<file path="src/rtl/game_pkg.sv">
// Shared game types and screen/tank constants for the bullet, tank and render blocks.
package game_pkg;

    localparam int SCREEN_W_DEF  = 640;
    localparam int SCREEN_H_DEF  = 480;
    localparam int COORD_W_DEF   = 10;
    localparam int TANK_SIZE_DEF = 32;

    typedef enum logic [1:0] {
        UP    = 2'd0,
        RIGHT = 2'd1,
        DOWN  = 2'd2,
        LEFT  = 2'd3
    } dir_t;

    typedef enum logic [1:0] {
        IDLE   = 2'd0,
        FLYING = 2'd1,
        HIT    = 2'd2
    } bullet_state_t;

endpackage

</file>
<file path="src/rtl/bullet_unit_if.sv">
// Bullet unit bus: controls and positions in from the game side, bullet state out.
interface bullet_unit_if #(
    parameter int COORD_W = 10
);
    import game_pkg::*;

    logic               tick_i;
    logic               fire_i;
    logic [COORD_W-1:0] shooter_x_i;
    logic [COORD_W-1:0] shooter_y_i;
    dir_t               shooter_dir_i;
    logic [COORD_W-1:0] target_x_i;
    logic [COORD_W-1:0] target_y_i;
    logic               bullet_active_o;
    logic [COORD_W-1:0] bullet_x_o;
    logic [COORD_W-1:0] bullet_y_o;
    logic               hit_o;

    modport master (
        output tick_i, fire_i, shooter_x_i, shooter_y_i, shooter_dir_i,
               target_x_i, target_y_i,
        input  bullet_active_o, bullet_x_o, bullet_y_o, hit_o
    );

    modport slave (
        input  tick_i, fire_i, shooter_x_i, shooter_y_i, shooter_dir_i,
               target_x_i, target_y_i,
        output bullet_active_o, bullet_x_o, bullet_y_o, hit_o
    );
endinterface

</file>
<file path="src/rtl/pos_edge_detect.sv">
// Registered rising-edge detector: one-cycle pulse the cycle after a 0->1 on level.
module pos_edge_detect (
    input  logic clk,
    input  logic rst,
    input  logic level,
    output logic pulse
);
    logic level_q;

    // Track previous level and emit a registered pulse on a rising transition.
    always_ff @(posedge clk) begin
        if (rst) begin
            level_q <= 1'b0;
            pulse   <= 1'b0;
        end else begin
            level_q <= level;
            pulse   <= level & ~level_q;
        end
    end
endmodule

</file>
<file path="src/rtl/bullet_unit.sv">
// Single-bullet owner for one player: spawn on fire, move on tick, retire at edge, flag hit.
module bullet_unit
    import game_pkg::*;
#(
    parameter int SCREEN_W  = SCREEN_W_DEF,
    parameter int SCREEN_H  = SCREEN_H_DEF,
    parameter int COORD_W   = COORD_W_DEF,
    parameter int TANK_SIZE = TANK_SIZE_DEF,
    parameter int SPEED     = 4,
    parameter int COOLDOWN  = 8
) (
    input  logic         clk_i,
    input  logic         reset_i,
    input  logic         game_reset_i,
    bullet_unit_if.slave bus
);
    localparam int EXT_W = COORD_W + 1;
    localparam int CD_W  = $clog2(COOLDOWN + 1);

    logic               clear;
    logic               fire_pulse;
    bullet_state_t      state;
    bullet_state_t      state_next;
    logic [COORD_W-1:0] pos_x;
    logic [COORD_W-1:0] pos_y;
    dir_t               dir;
    logic [CD_W-1:0]    cooldown;

    logic [EXT_W-1:0]   nx_ext;
    logic [EXT_W-1:0]   ny_ext;
    logic               off_screen;
    logic               in_target;
    logic               spawn;

    assign clear = reset_i | game_reset_i;
    assign spawn = (state == IDLE) && fire_pulse && (cooldown == '0);

    // Both resets also clear the edge detector so a press right after release counts.
    pos_edge_detect u_fire_edge (
        .clk   (clk_i),
        .rst   (clear),
        .level (bus.fire_i),
        .pulse (fire_pulse)
    );

    // Candidate next position and screen/target tests, in one extra bit so nothing wraps.
    always_comb begin
        nx_ext     = {1'b0, pos_x};
        ny_ext     = {1'b0, pos_y};
        off_screen = 1'b0;
        case (dir)
            UP: begin
                off_screen = {1'b0, pos_y} < EXT_W'(SPEED);
                ny_ext     = {1'b0, pos_y} - EXT_W'(SPEED);
            end
            DOWN: begin
                ny_ext     = {1'b0, pos_y} + EXT_W'(SPEED);
                off_screen = ny_ext > EXT_W'(SCREEN_H - 1);
            end
            LEFT: begin
                off_screen = {1'b0, pos_x} < EXT_W'(SPEED);
                nx_ext     = {1'b0, pos_x} - EXT_W'(SPEED);
            end
            default: begin
                nx_ext     = {1'b0, pos_x} + EXT_W'(SPEED);
                off_screen = nx_ext > EXT_W'(SCREEN_W - 1);
            end
        endcase
        in_target = (nx_ext >= {1'b0, bus.target_x_i}) &&
                    (nx_ext <= {1'b0, bus.target_x_i} + EXT_W'(TANK_SIZE - 1)) &&
                    (ny_ext >= {1'b0, bus.target_y_i}) &&
                    (ny_ext <= {1'b0, bus.target_y_i} + EXT_W'(TANK_SIZE - 1));
    end

    // State register.
    always_ff @(posedge clk_i) begin
        if (clear) state <= IDLE;
        else       state <= state_next;
    end

    // Next-state: spawn from IDLE, retire or hit on a moving tick, HIT holds until reset.
    always_comb begin
        state_next = state;
        case (state)
            IDLE:    if (spawn) state_next = FLYING;
            FLYING: begin
                if (bus.tick_i) begin
                    if (off_screen)     state_next = IDLE;
                    else if (in_target) state_next = HIT;
                end
            end
            HIT:     state_next = HIT;
            default: state_next = IDLE;
        endcase
    end

    // Position, latched direction and cooldown; a tick on the spawn cycle does not move.
    always_ff @(posedge clk_i) begin
        if (clear) begin
            pos_x    <= '0;
            pos_y    <= '0;
            dir      <= UP;
            cooldown <= '0;
        end else begin
            case (state)
                IDLE: begin
                    if (spawn) begin
                        pos_x <= bus.shooter_x_i + COORD_W'(TANK_SIZE / 2);
                        pos_y <= bus.shooter_y_i + COORD_W'(TANK_SIZE / 2);
                        dir   <= bus.shooter_dir_i;
                    end else if (bus.tick_i && cooldown != '0) begin
                        cooldown <= cooldown - 1'b1;
                    end
                end
                FLYING: begin
                    if (bus.tick_i) begin
                        if (off_screen) begin
                            cooldown <= CD_W'(COOLDOWN);
                        end else begin
                            pos_x <= nx_ext[COORD_W-1:0];
                            pos_y <= ny_ext[COORD_W-1:0];
                        end
                    end
                end
                default: ;
            endcase
        end
    end

    // Outputs decode straight from the registered state.
    always_comb begin
        bus.bullet_active_o = (state == FLYING);
        bus.hit_o           = (state == HIT);
        bus.bullet_x_o      = pos_x;
        bus.bullet_y_o      = pos_y;
    end
endmodule

</file>
<file path="src/flat_wrapper.sv">
// flat-port wrapper written by rule: the top's interface ports become plain ports
module bullet_unit_flat import game_pkg::*;
#(
    parameter int SCREEN_W  = SCREEN_W_DEF,
    parameter int SCREEN_H  = SCREEN_H_DEF,
    parameter int COORD_W   = COORD_W_DEF,
    parameter int TANK_SIZE = TANK_SIZE_DEF,
    parameter int SPEED     = 4,
    parameter int COOLDOWN  = 8
)
  (clk_i, reset_i, game_reset_i, bus_tick_i, bus_fire_i, bus_shooter_x_i, bus_shooter_y_i, bus_shooter_dir_i, bus_target_x_i, bus_target_y_i, bus_bullet_active_o, bus_bullet_x_o, bus_bullet_y_o, bus_hit_o);
  bullet_unit_if #(.COORD_W(COORD_W)) bus_i ();
  input  logic clk_i;
  input  logic reset_i;
  input  logic game_reset_i;
  input wire logic [$bits(bus_i.tick_i)-1:0] bus_tick_i;
  input wire logic [$bits(bus_i.fire_i)-1:0] bus_fire_i;
  input wire logic [$bits(bus_i.shooter_x_i)-1:0] bus_shooter_x_i;
  input wire logic [$bits(bus_i.shooter_y_i)-1:0] bus_shooter_y_i;
  input wire logic [$bits(bus_i.shooter_dir_i)-1:0] bus_shooter_dir_i;
  input wire logic [$bits(bus_i.target_x_i)-1:0] bus_target_x_i;
  input wire logic [$bits(bus_i.target_y_i)-1:0] bus_target_y_i;
  output wire logic [$bits(bus_i.bullet_active_o)-1:0] bus_bullet_active_o;
  output wire logic [$bits(bus_i.bullet_x_o)-1:0] bus_bullet_x_o;
  output wire logic [$bits(bus_i.bullet_y_o)-1:0] bus_bullet_y_o;
  output wire logic [$bits(bus_i.hit_o)-1:0] bus_hit_o;
  assign bus_i.tick_i = bus_tick_i;
  assign bus_i.fire_i = bus_fire_i;
  assign bus_i.shooter_x_i = bus_shooter_x_i;
  assign bus_i.shooter_y_i = bus_shooter_y_i;
  assign bus_i.shooter_dir_i = bus_shooter_dir_i;
  assign bus_i.target_x_i = bus_target_x_i;
  assign bus_i.target_y_i = bus_target_y_i;
  assign bus_bullet_active_o = bus_i.bullet_active_o;
  assign bus_bullet_x_o = bus_i.bullet_x_o;
  assign bus_bullet_y_o = bus_i.bullet_y_o;
  assign bus_hit_o = bus_i.hit_o;
  bullet_unit #(.SCREEN_W(SCREEN_W), .SCREEN_H(SCREEN_H), .COORD_W(COORD_W), .TANK_SIZE(TANK_SIZE), .SPEED(SPEED), .COOLDOWN(COOLDOWN)) u_core (.clk_i(clk_i), .reset_i(reset_i), .game_reset_i(game_reset_i), .bus(bus_i));
endmodule
</file>
<file path="config.mk">
export PLATFORM = sky130hd
export DESIGN_NAME = bullet_unit_flat
export DESIGN_NICKNAME = d
export VERILOG_FILES = /design/src/rtl/game_pkg.sv /design/src/rtl/bullet_unit_if.sv /design/src/rtl/pos_edge_detect.sv /design/src/rtl/bullet_unit.sv /design/src/flat_wrapper.sv
export SDC_FILE = /design/constraint.sdc
export NUM_CORES = 1
export LEC_CHECK = 0
export ABC_AREA = 1
export CORE_MARGIN = 4
export CORE_UTILIZATION = 35
export DETAILED_ROUTE_END_ITERATION = 10
export GPL_TIMING_DRIVEN = 0
export HOLD_SLACK_MARGIN = 0.05
export PLACE_DENSITY_LB_ADDON = 0.2
export REMOVE_ABC_BUFFERS = 1
export SYNTH_ARGS = -nofsm -noshare
export SYNTH_HDL_FRONTEND = slang
export SYNTH_SLANG_ARGS = --single-unit
</file>
<file path="constraint.sdc">
create_clock -name clk_i -period 3.2 [get_ports clk_i]
set_input_delay 0.64 -clock clk_i [delete_from_list [all_inputs] [get_ports clk_i]]
set_output_delay 0.64 -clock clk_i [all_outputs]
set_load 0.05 [all_outputs]
</file>
Word-level counts from Yosys, hierarchy flattened

Cells that the tools add are included.

$add $sub $neg: 9
$lt $le $gt $ge: 8
Equality and inequality tests: 11
Multiplexer cells: 21
Bitwise operators: 3
Reductions and logical operators: 16

Operators by type and width:

| cell                  | number |
|---|---|
| $mux 10               | 6 |
| $pmux 11 s2           | 2 |
| $pmux 10 s2           | 2 |
| $add 10x3->11 const B | 2 |
| $add 10x5->11 const B | 2 |
| $ge 11x10->1          | 2 |
| $le 11x11->1          | 2 |
| $sub 10x3->11 const B | 2 |
| $add 10x5->10 const B | 2 |
| $lt 10x3->1 const B   | 2 |
| $mux 4                | 4 |
| $gt 11x10->1 const B  | 1 |
| $gt 11x9->1 const B   | 1 |
| $mux 2                | 4 |
| $ne 2x2->1 const B    | 4 |
| $pmux 4 s2            | 1 |
| $eq 2x2->1 const B    | 3 |
| $logic_and 1x1->1     | 6 |
| $pmux 2 s3            | 1 |
| $reduce_and 5->1      | 1 |
| $logic_not 2->1       | 2 |
| $logic_not 4->1       | 1 |
| $ne 2x1->1 const B    | 2 |
| $reduce_and 4->1      | 1 |
| 12 further kinds      | 12 |

Flip-flop bits (word level): 30
Bits of input ports: 47
Output and inout bits: 22
Logic and storage cells: 75

Depth between registers and ports, before layout

Gate-level depths: netlist of the first run.

Depth after elaboration: 11
Gate-level depth with buffers: 24
Depth with buffers taken out: 24

Modules after synthesis

Synthesis of the first run repeated with hierarchy kept, for this count alone.

Cell total of the unflattened synthesis: 613
Area total of the unflattened synthesis: 3782.4 µm²

Modules (own cells, without submodules):

| module          | times used | cells each | area each (µm²) | seq. area each (µm²) |
|---|---|---|---|---|
| bullet_unit     | 1          | 607        | 3722.3          | 560.5 |
| pos_edge_detect | 1          | 6          | 60.1            | 40.0 |

Least setup slack after synthesis of the first run

No wires, ideal clock.

Path kind: flip-flop to flip-flop
Start: register u_core.pos_y[2] (netlist: u_core.bus.bullet_y_o[2])
End: register u_core.state[0]
Setup time: 109 ps
Data arrival time: 2951 ps
Required time: 3091 ps
Path slack: 140 ps
Cell stages (with the launch flop): 24
Path buffers: 0
Period minus slack after synthesis: 3060 ps
Cell sequence: dfxtp_1 inv_1 ha_1 inv_1 nor3_1 nand3_1 o21ai_0 o21ai_0 xor2_1 ha_1 nand2_1 inv_1 nand3_1 nor3_1 nand4_1 nand2_1 a21boi_0 nand2_1 inv_1 nand2_1 nand2_1 nand3_1 nand2_1 inv_1

Cells in the longest elaborated chain, start to end: 7
Elaborated cells between the ends (all ways): 15
Those cells by class: 2 x add/sub; 4 x order compare; 1 x eq/ne; 5 x mux; 3 x reduce/logical

RTL lines:

| what                                                  | line                                 | RTL |
|---|---|---|
| start, declared                                       | bullet_unit.sv:25                    | `logic [COORD_W-1:0] pos_y;` |
| start signal, assigned                                | bullet_unit.sv:109                   | `pos_y <= bus.shooter_y_i + COORD_W'(TANK_SIZE / 2);` |
| start signal, assigned                                | bullet_unit.sv:121                   | `pos_y <= ny_ext[COORD_W-1:0];` |
| $add 10x3->11 / $sub 10x3->11 (equally long branches) | bullet_unit.sv:57, bullet_unit.sv:54 |  |
| $pmux 11 s2                                           | bullet_unit.sv:51                    | `case (dir)` |
| $ge 11x10->1                                          | bullet_unit.sv:71                    | `(ny_ext >= {1'b0, bus.target_y_i}) &&` |
| $logic_and 1x1->1                                     | bullet_unit.sv:70                    | `(nx_ext <= {1'b0, bus.target_x_i} + EXT_W'(TANK_SIZE - 1)) &&` |
| $logic_and 1x1->1                                     | bullet_unit.sv:71                    |  |
| $ne 3x1->1 (no source line)                           | --                                   |  |
| $reduce_and 3->1 (no source line)                     | --                                   |  |
| end signal, assigned                                  | bullet_unit.sv:78                    | `else state <= state_next;` |
| end, declared                                         | bullet_unit.sv:22                    | `bullet_state_t state;` |

Several ways; a longest one is shown, not always the timed one. The select of a mux whose other input is x is not followed.
A chain may end at the register's enable or synchronous reset.

Final worst setup path of the first run

Start: register u_core.pos_y[3] (netlist: u_core.bus.bullet_y_o[3])
End: register u_core.state[0]

The elaborated chain is that of the path after synthesis.

==> results of run 1 <==
==> per-layer routing <==
metal	up-vias	GRT usage
met5	-	0
met3	12	0.0223
met2	110	0.295
met1	1821	0.234
met4	0	0.0409
li1	2159	-
==> synthesized netlist by cell type, types with 3 or more instances <==
cell type / instances
o21a_1: 3
dfxtp_1: 30
nor2_1: 72
xnor2_1: 7
inv_2: 4
nor3_1: 8
o21ai_0: 41
o21ai_1: 3
buf_2: 4
nand4_1: 18
a21oi_1: 43
ha_1: 52
xor2_1: 27
nand2_1: 143
clkbuf_1: 6
nor4_1: 4
inv_1: 84
nand3_1: 35
==> cell families (layout without fill, tap and decap cells) <==
logic type	Yosys count	in the layout	synth area share
AO/OA/AOI/OAI	103	103	0.148
flip-flops	30	30	0.159
AND/OR/NAND/NOR	292	292	0.332
adder cells (fa/ha/maj)	52	52	0.172
buffers and inverters	102	172	0.108
multiplexers	1	1	0.00265
XOR/XNOR	34	34	0.0788
==> final cells by class <==
type                    instances  area [sq um]  share of cell area
inverters                      90           347              0.0718
clock inverters                 2          12.5             0.00259
multi-input cells             482          2870               0.594
flip-flops and latches         30           616               0.127
repair buffers                 74           733               0.152
clock buffers                   6          82.6              0.0171
well taps                     136           170              0.0352
==> worst max-delay path, stage by stage, from the launching register on <==
cell and delay (ns):
dfxtp_4 0.38, inv_1 0.08, ha_1 0.18, inv_2 0.06
nor3_4 0.21, nand3_2 0.11, o21ai_1 0.13, o21ai_1 0.09
xor2_1 0.18, ha_1 0.32, nand2_1 0.07, inv_2 0.06
nand3_1 0.08, nor3_2 0.16, nand4_1 0.11, nand2_1 0.10
a21boi_2 0.16, nand2_1 0.06, inv_1 0.06, nand2_2 0.07
nand2_2 0.06, nand3_1 0.06, nand2_1 0.08, inv_1 0.04
==> sequential cells by signal, summed over array words and instances (netlist names) <==
register	cells
u_core.bus.bullet_y_o	10
u_core.u_fire_edge.pulse	1
u_core.dir	2
u_core.cooldown	4
u_core.u_fire_edge.level_q	1
u_core.state	2
u_core.bus.bullet_x_o	10
==> report_power, final <==
group | internal [mW] | total (mW) | switching (mW)
clock | 0.173 | 0.325 | 0.152
sequential | 0.386 | 0.406 | 0.0206
combinational | 0.235 | 0.568 | 0.333
==> repair_timing <==
action	CTS	global route
pin swaps	6	8
setup buffers	1	5
resized for setup	13	33
cloned	0	0
endpoints found under the setup margin	2	23
==> path summary, 6_finish.rpt <==
path	from	to	cells after the start
hold reg to reg	u_core.u_fire_edge.level_q	u_core.u_fire_edge.pulse	1
setup reg to reg	u_core.bus.bullet_y_o[3]	u_core.state[0]	23
hold / removal	u_core.u_fire_edge.level_q	u_core.u_fire_edge.pulse	1
setup / recovery	u_core.bus.bullet_y_o[3]	u_core.state[0]	23
==> through the flow <==
step / total power, mW / setup TNS [ns] / hold slack (ns) / instances / setup WS, ns
2_1_floorplan: 0.769 / -4.08 / 0.373 / 602 / -0.250
3_3_place_gp: 0.938 / -9.85 / 0.378 / 806 / -0.582
3_5_place_dp: 0.953 / -1.32 / 0.384 / 806 / -0.708
4_1_cts: 1.30 / 0 / 0.395 / 815 / 0.00307
5_1_grt: 1.41 / -0.183 / 0.409 / 820 / -0.144
6_report: 1.30 / 0 / 0.389 / 820 / 0.186
==> qor.yml, run 1 <==
status: "completed"
dieArea_sq_um: 12500
fin_area_sq_um: 4830
synth_top_area_frac: 0.172
initial_core_util: 0.363
maxSlewHeadroom: 0.182
core-area_sq_um: 10400
placementRows: 37
peakVddDrop_mv: 0.182
synth-main-ff-cell: "dfxtp_1"
die_x_um: 112
cts.clk_slew.worst_paths_ns: 0.07
nNetsFinal: 782
dpl_cell_area_sq_um: 4570
finalSetupViolations: 0
worst_pin_slew_ns: 1.22
rrSetupSlack_ns: 0.19
cp_data_required_time_ns: 3.38
vias_per_cell: 5.00
pwr_density_cell_nw_per_um2: 269
path_max_fanout: 7
start_kind: "flip-flop"
final_antenna_net_count: 0
clkLatencyLatePin_ns: 0.28
wl_met2_um: 5000
cts_inserted_buffers: 5
globalRouteTotalUtil: 0.174
die_h_um: 112
io_buffers: 68
clock_sinks: 30
leakage_nw: 2.21
synth-seq-area-share: 0.159
fin_skew_ns: 0.00702
wl_met1_um: 5270
wl_met3_um: 619
synth_area_sq_um: 3780
mostFrequentLayoutCells: "140 x nand2_1, 80 x inv_1, 70 x nor2_1, 62 x clkdlybuf4s50_1, 51 x ha_1"
antennaDiodeCount: 0
yosysUniqueCellTypes: 40
grt_pass1_vias: 3915
synthTopCellsByArea: "ha_1 17%, dfxtp_1 16%, nand2_1 14%, inv_1 8.3%, nor2_1 7.1%"
area_delta_synth_final_pct: 27.7
synth_seq_cells: 30
tritoncts: "built"
fin_crit_sh: 0.942
top_layer: "met4"
hold_path.class: "reg -> reg"
drt_iter0_drc: 265
report.final.slew_viol_count: 0
grt_max_degree: 24
synth.largest_area_cell: "ha_1"
wl_per_cell_um: 13.4
critPathKind: "reg -> reg"
cts.path.max_buffers: 2
drcViolationCount: 0
final_hold_viol_count: 0
num_vias: 4102
drive_gt1_frac: 0.0863
drt_wl_total_um: 11000
synthesis.instances: 614
ys_warn_count: 0
grt_overflow: 0
hpwl_um: 8890
final.fill_count: 1113
end_kind: "flip-flop"
synth-async-reset-ratio: 0
fin_util: 0.464
place.gp.congestion: 0.850
grt_pass1_wl_um: 18400
min_period_ns: 3.01
fmax_mhz: 332
postCtsHoldBufs: 0
cts_root_buffer: "clkbuf_8"
crit_arrival_ns: 3.20
synth-edff-count: 0
antenna_found_initial: 0
final_common_cell: "nand2_1"
rsz0062_at_grt: "yes"
dr.pass1.iters: 6
avgSynthCellArea_sq_um: 6.16
maxCapViolations: 0
h-tree-depth: 2
ios: 69
Power figures use the tool's default switching activity.
==> run 2, diff against run 1 <==
==> constraint.sdc (replaced) <==
create_clock -name clk_i -period 2.6 [get_ports clk_i]
set_input_delay 0.52 -clock clk_i [delete_from_list [all_inputs] [get_ports clk_i]]
set_output_delay 0.52 -clock clk_i [all_outputs]
set_load 0.05 [all_outputs]
==> qor.yml, run 2 (synthesis results as in run 1) <==
hpwl_um: 8890  # unchanged
crit_arrival_ns: 3.05  # was 3.20 ns
initial_core_util: 0.363  # unchanged
cts.clk_slew.worst_paths_ns: 0.07  # about the same
hold_path.class: "reg -> reg"  # unchanged
dr.pass1.iters: 5  # was 6
final_antenna_net_count: 0  # unchanged
final_cells: 836  # was 820
final_hold_viol_count: 0  # unchanged
drt_iter0_drc: 270  # was 265
rr_startpoint: "u_core.bus.bullet_y_o[2]"  # was u_core.bus.bullet_y_o[3]
antenna_found_initial: 0  # unchanged
tritoncts: "built"  # unchanged
start_kind: "flip-flop"  # unchanged
cp_top_family: "simple AND/OR/NAND/NOR gates"  # unchanged
drive_gt1_frac: 0.129  # was 0.0863
vias_per_cell: 5.00  # about the same
drcViolationCount: 0  # unchanged
clkLatencyLatePin_ns: 0.28  # about the same
fin_skew_ns: 0.00517  # was 0.00702 ns
maxSlewHeadroom: 0.495  # was 0.182
clock_sinks: 30  # unchanged
io_buffers: 68  # unchanged
fin_crit_sh: 1.10  # was 0.942
leakage_nw: 2.29  # was 2.21 nW
rsz0062_at_grt: "yes"  # unchanged
ios: 69  # unchanged
critPathKind: "reg -> reg"  # unchanged
crit_chain: "inv_4 -> ha_4 -> inv_4 -> nor3_4 -> nand3_2 -> o21ai_1 -> o21ai_1 -> xor2_1 -> ha_1 -> nand2_1 -> inv_2 -> nand3_2 -> nor3_4 -> nand4_1 -> nand2_1 -> a21boi_2 -> nand2_1 -> inv_1 -> nand2_2 -> nand2_2 -> nand3_2 -> nand2_2 -> inv_2"  # was inv_1 -> ha_1 -> inv_2 -> nor3_4 -> nand3_2 -> o21ai_1 -> o21ai_1 -> xor2_1 -> ha_1 -> nand2_1 -> inv_2 -> nand3_1 -> nor3_2 -> nand4_1 -> nand2_1 -> a21boi_2 -> nand2_1 -> inv_1 -> nand2_2 -> nand2_2 -> nand3_1 -> nand2_1 -> inv_1
h-tree-depth: 2  # unchanged
wl_per_cell_um: 13.7  # was 13.4 um
area_delta_synth_final_pct: 33.0  # was 27.7%
place_inst: 806  # unchanged
hp-start: "u_core.u_fire_edge.level_q"  # unchanged
max_stage_delay_ns: 0.36  # was 0.38 ns
maxCapViolations: 0  # unchanged
end_kind: "flip-flop"  # unchanged
cts_inserted_buffers: 5  # unchanged
grt_pass1_wl_um: 18900  # was 18,400 um
num_vias: 4178  # was 4,102
core-area_sq_um: 10400  # unchanged
postCtsHoldBufs: 0  # unchanged
cp_data_required_time_ns: 2.78  # was 3.38 ns
grt_pass1_vias: 4016  # was 3,915
mostFrequentLayoutCells: "138 x nand2_1, 76 x inv_1, 69 x nor2_1, 61 x clkdlybuf4s50_1, 49 x ha_1"  # was 140 x nand2_1, 80 x inv_1, 70 x nor2_1, 62 x clkdlybuf4s50_1, 51 x ha_1
nNetsFinal: 798  # was 782
cp_num_buf_inv: 5  # unchanged
place.gp.congestion: 0.850  # unchanged
grt_overflow: 0  # unchanged
status: "finished, violations left"  # was completed
rrSetupSlack_ns: -0.27  # was 0.19 ns
cts_root_buffer: "clkbuf_8"  # unchanged
peakVddDrop_mv: 0.226  # was 0.182 mV
path_max_fanout: 2  # was 7
setup_ws_ns: -0.270  # was 0.186 ns
pwr_density_cell_nw_per_um2: 326  # was 269 nW/um^2
crit_slowest_cell: "dfxtp_4"  # unchanged
tns_ns: -0.494  # was 0 ns
fmax_mhz: 348  # was 332 MHz
placementRows: 37  # unchanged
dieArea_sq_um: 12500  # unchanged
globalRouteTotalUtil: 0.178  # was 0.174
die_x_um: 112  # unchanged
report.final.slew_viol_count: 0  # unchanged
startpoint: "u_core.bus.bullet_y_o[2]"  # was u_core.bus.bullet_y_o[3]
grt_max_degree: 24  # unchanged
min_period_ns: 2.87  # was 3.01 ns
antennaDiodeCount: 0  # unchanged
worst_hold_slack_ns: 0.389  # about the same
die_h_um: 112  # unchanged
worst_pin_slew_ns: 0.757  # was 1.22 ns
drt_wl_total_um: 11500  # was 11,000 um
cts.path.max_buffers: 2  # unchanged
finalSetupViolations: 2  # was 0
violations: "setup timing"
final_common_cell: "nand2_1"  # unchanged
-- run 2: cell types whose count changed in the layout (fill, tap and decap cells not counted), moves of 4 or more --
cell	delta
dlymetal6s2s_1	-4
o21ai_0	-4
buf_4	+13
dlygate4sd2_1	+5
inv_1	-4
-- run 2: power breakdown --
group          switching [mW]  internal (mW)
Combinational           0.428          0.312
Clock                   0.188          0.213
Sequential             0.0262          0.473
Total                   0.642          0.998
-- run 2: routing by layer --
layer | wire length (um) | share of wire | vias up | GRT usage
met2 | 5270 | 0.46 | 112 | 0.305
met4 | 199 | 0.017 | 0 | 0.0417
li1 | - | - | 2186 | -
met1 | 5390 | 0.47 | 1860 | 0.239
met3 | 617 | 0.054 | 20 | 0.0217
met5 | 0 | 0 | - | 0
-- run 2: final timing paths --
| kind | endpoint | cells after the start |
|---|---|---|
| max | u_core.state[0] | 23 |
| min reg2reg | u_core.u_fire_edge.pulse | 1 |
| max reg2reg | u_core.state[0] | 23 |
| min | u_core.u_fire_edge.pulse | 1 |
-- run 2: cell type report --
cell class              count  area (sq um)
clock buffers               6          82.6
clock inverters             2          12.5
fillers                  1086          5390
inverters                  90           352
multi-input cells         483          2950
flip-flops and latches     30           623
well taps                 136           170
repair buffers             89           837
-- run 2: timing repair --
item	4_1_cts	5_1_grt
gates cloned	0	1
endpoints found under the setup margin	23	15
buffers inserted	12	9
pin swaps	17	17
gates resized for setup	53	25
-- run 2: metrics by stage --
| step | power, mW | utilization | instance area (sq um) | setup slack, ns |
|---|---|---|---|---|
| after floorplan | 0.946 | - | 3720 | -0.850 |
| after global placement | 1.16 | 0.438 | 4570 | -1.08 |
| after detailed placement | 1.17 | 0.439 | 4570 | -1.19 |
| after CTS | 1.63 | 0.468 | 4880 | -0.313 |
| after global routing | 1.77 | 0.483 | 5030 | -0.548 |
| final | 1.64 | 0.483 | 5030 | -0.270 |
-- run 2: worst register-to-register path: stages, from the launching register on --
cell and delay (ns):
dfxtp_4 0.36, inv_4 0.06, ha_4 0.15, inv_4 0.04
nor3_4 0.14, nand3_2 0.11, o21ai_1 0.13, o21ai_1 0.08
xor2_1 0.18, ha_1 0.33, nand2_1 0.07, inv_2 0.06
nand3_2 0.08, nor3_4 0.20, nand4_1 0.09, nand2_1 0.10
a21boi_2 0.16, nand2_1 0.06, inv_1 0.06, nand2_2 0.07
nand2_2 0.08, nand3_2 0.07, nand2_2 0.08, inv_2 0.03
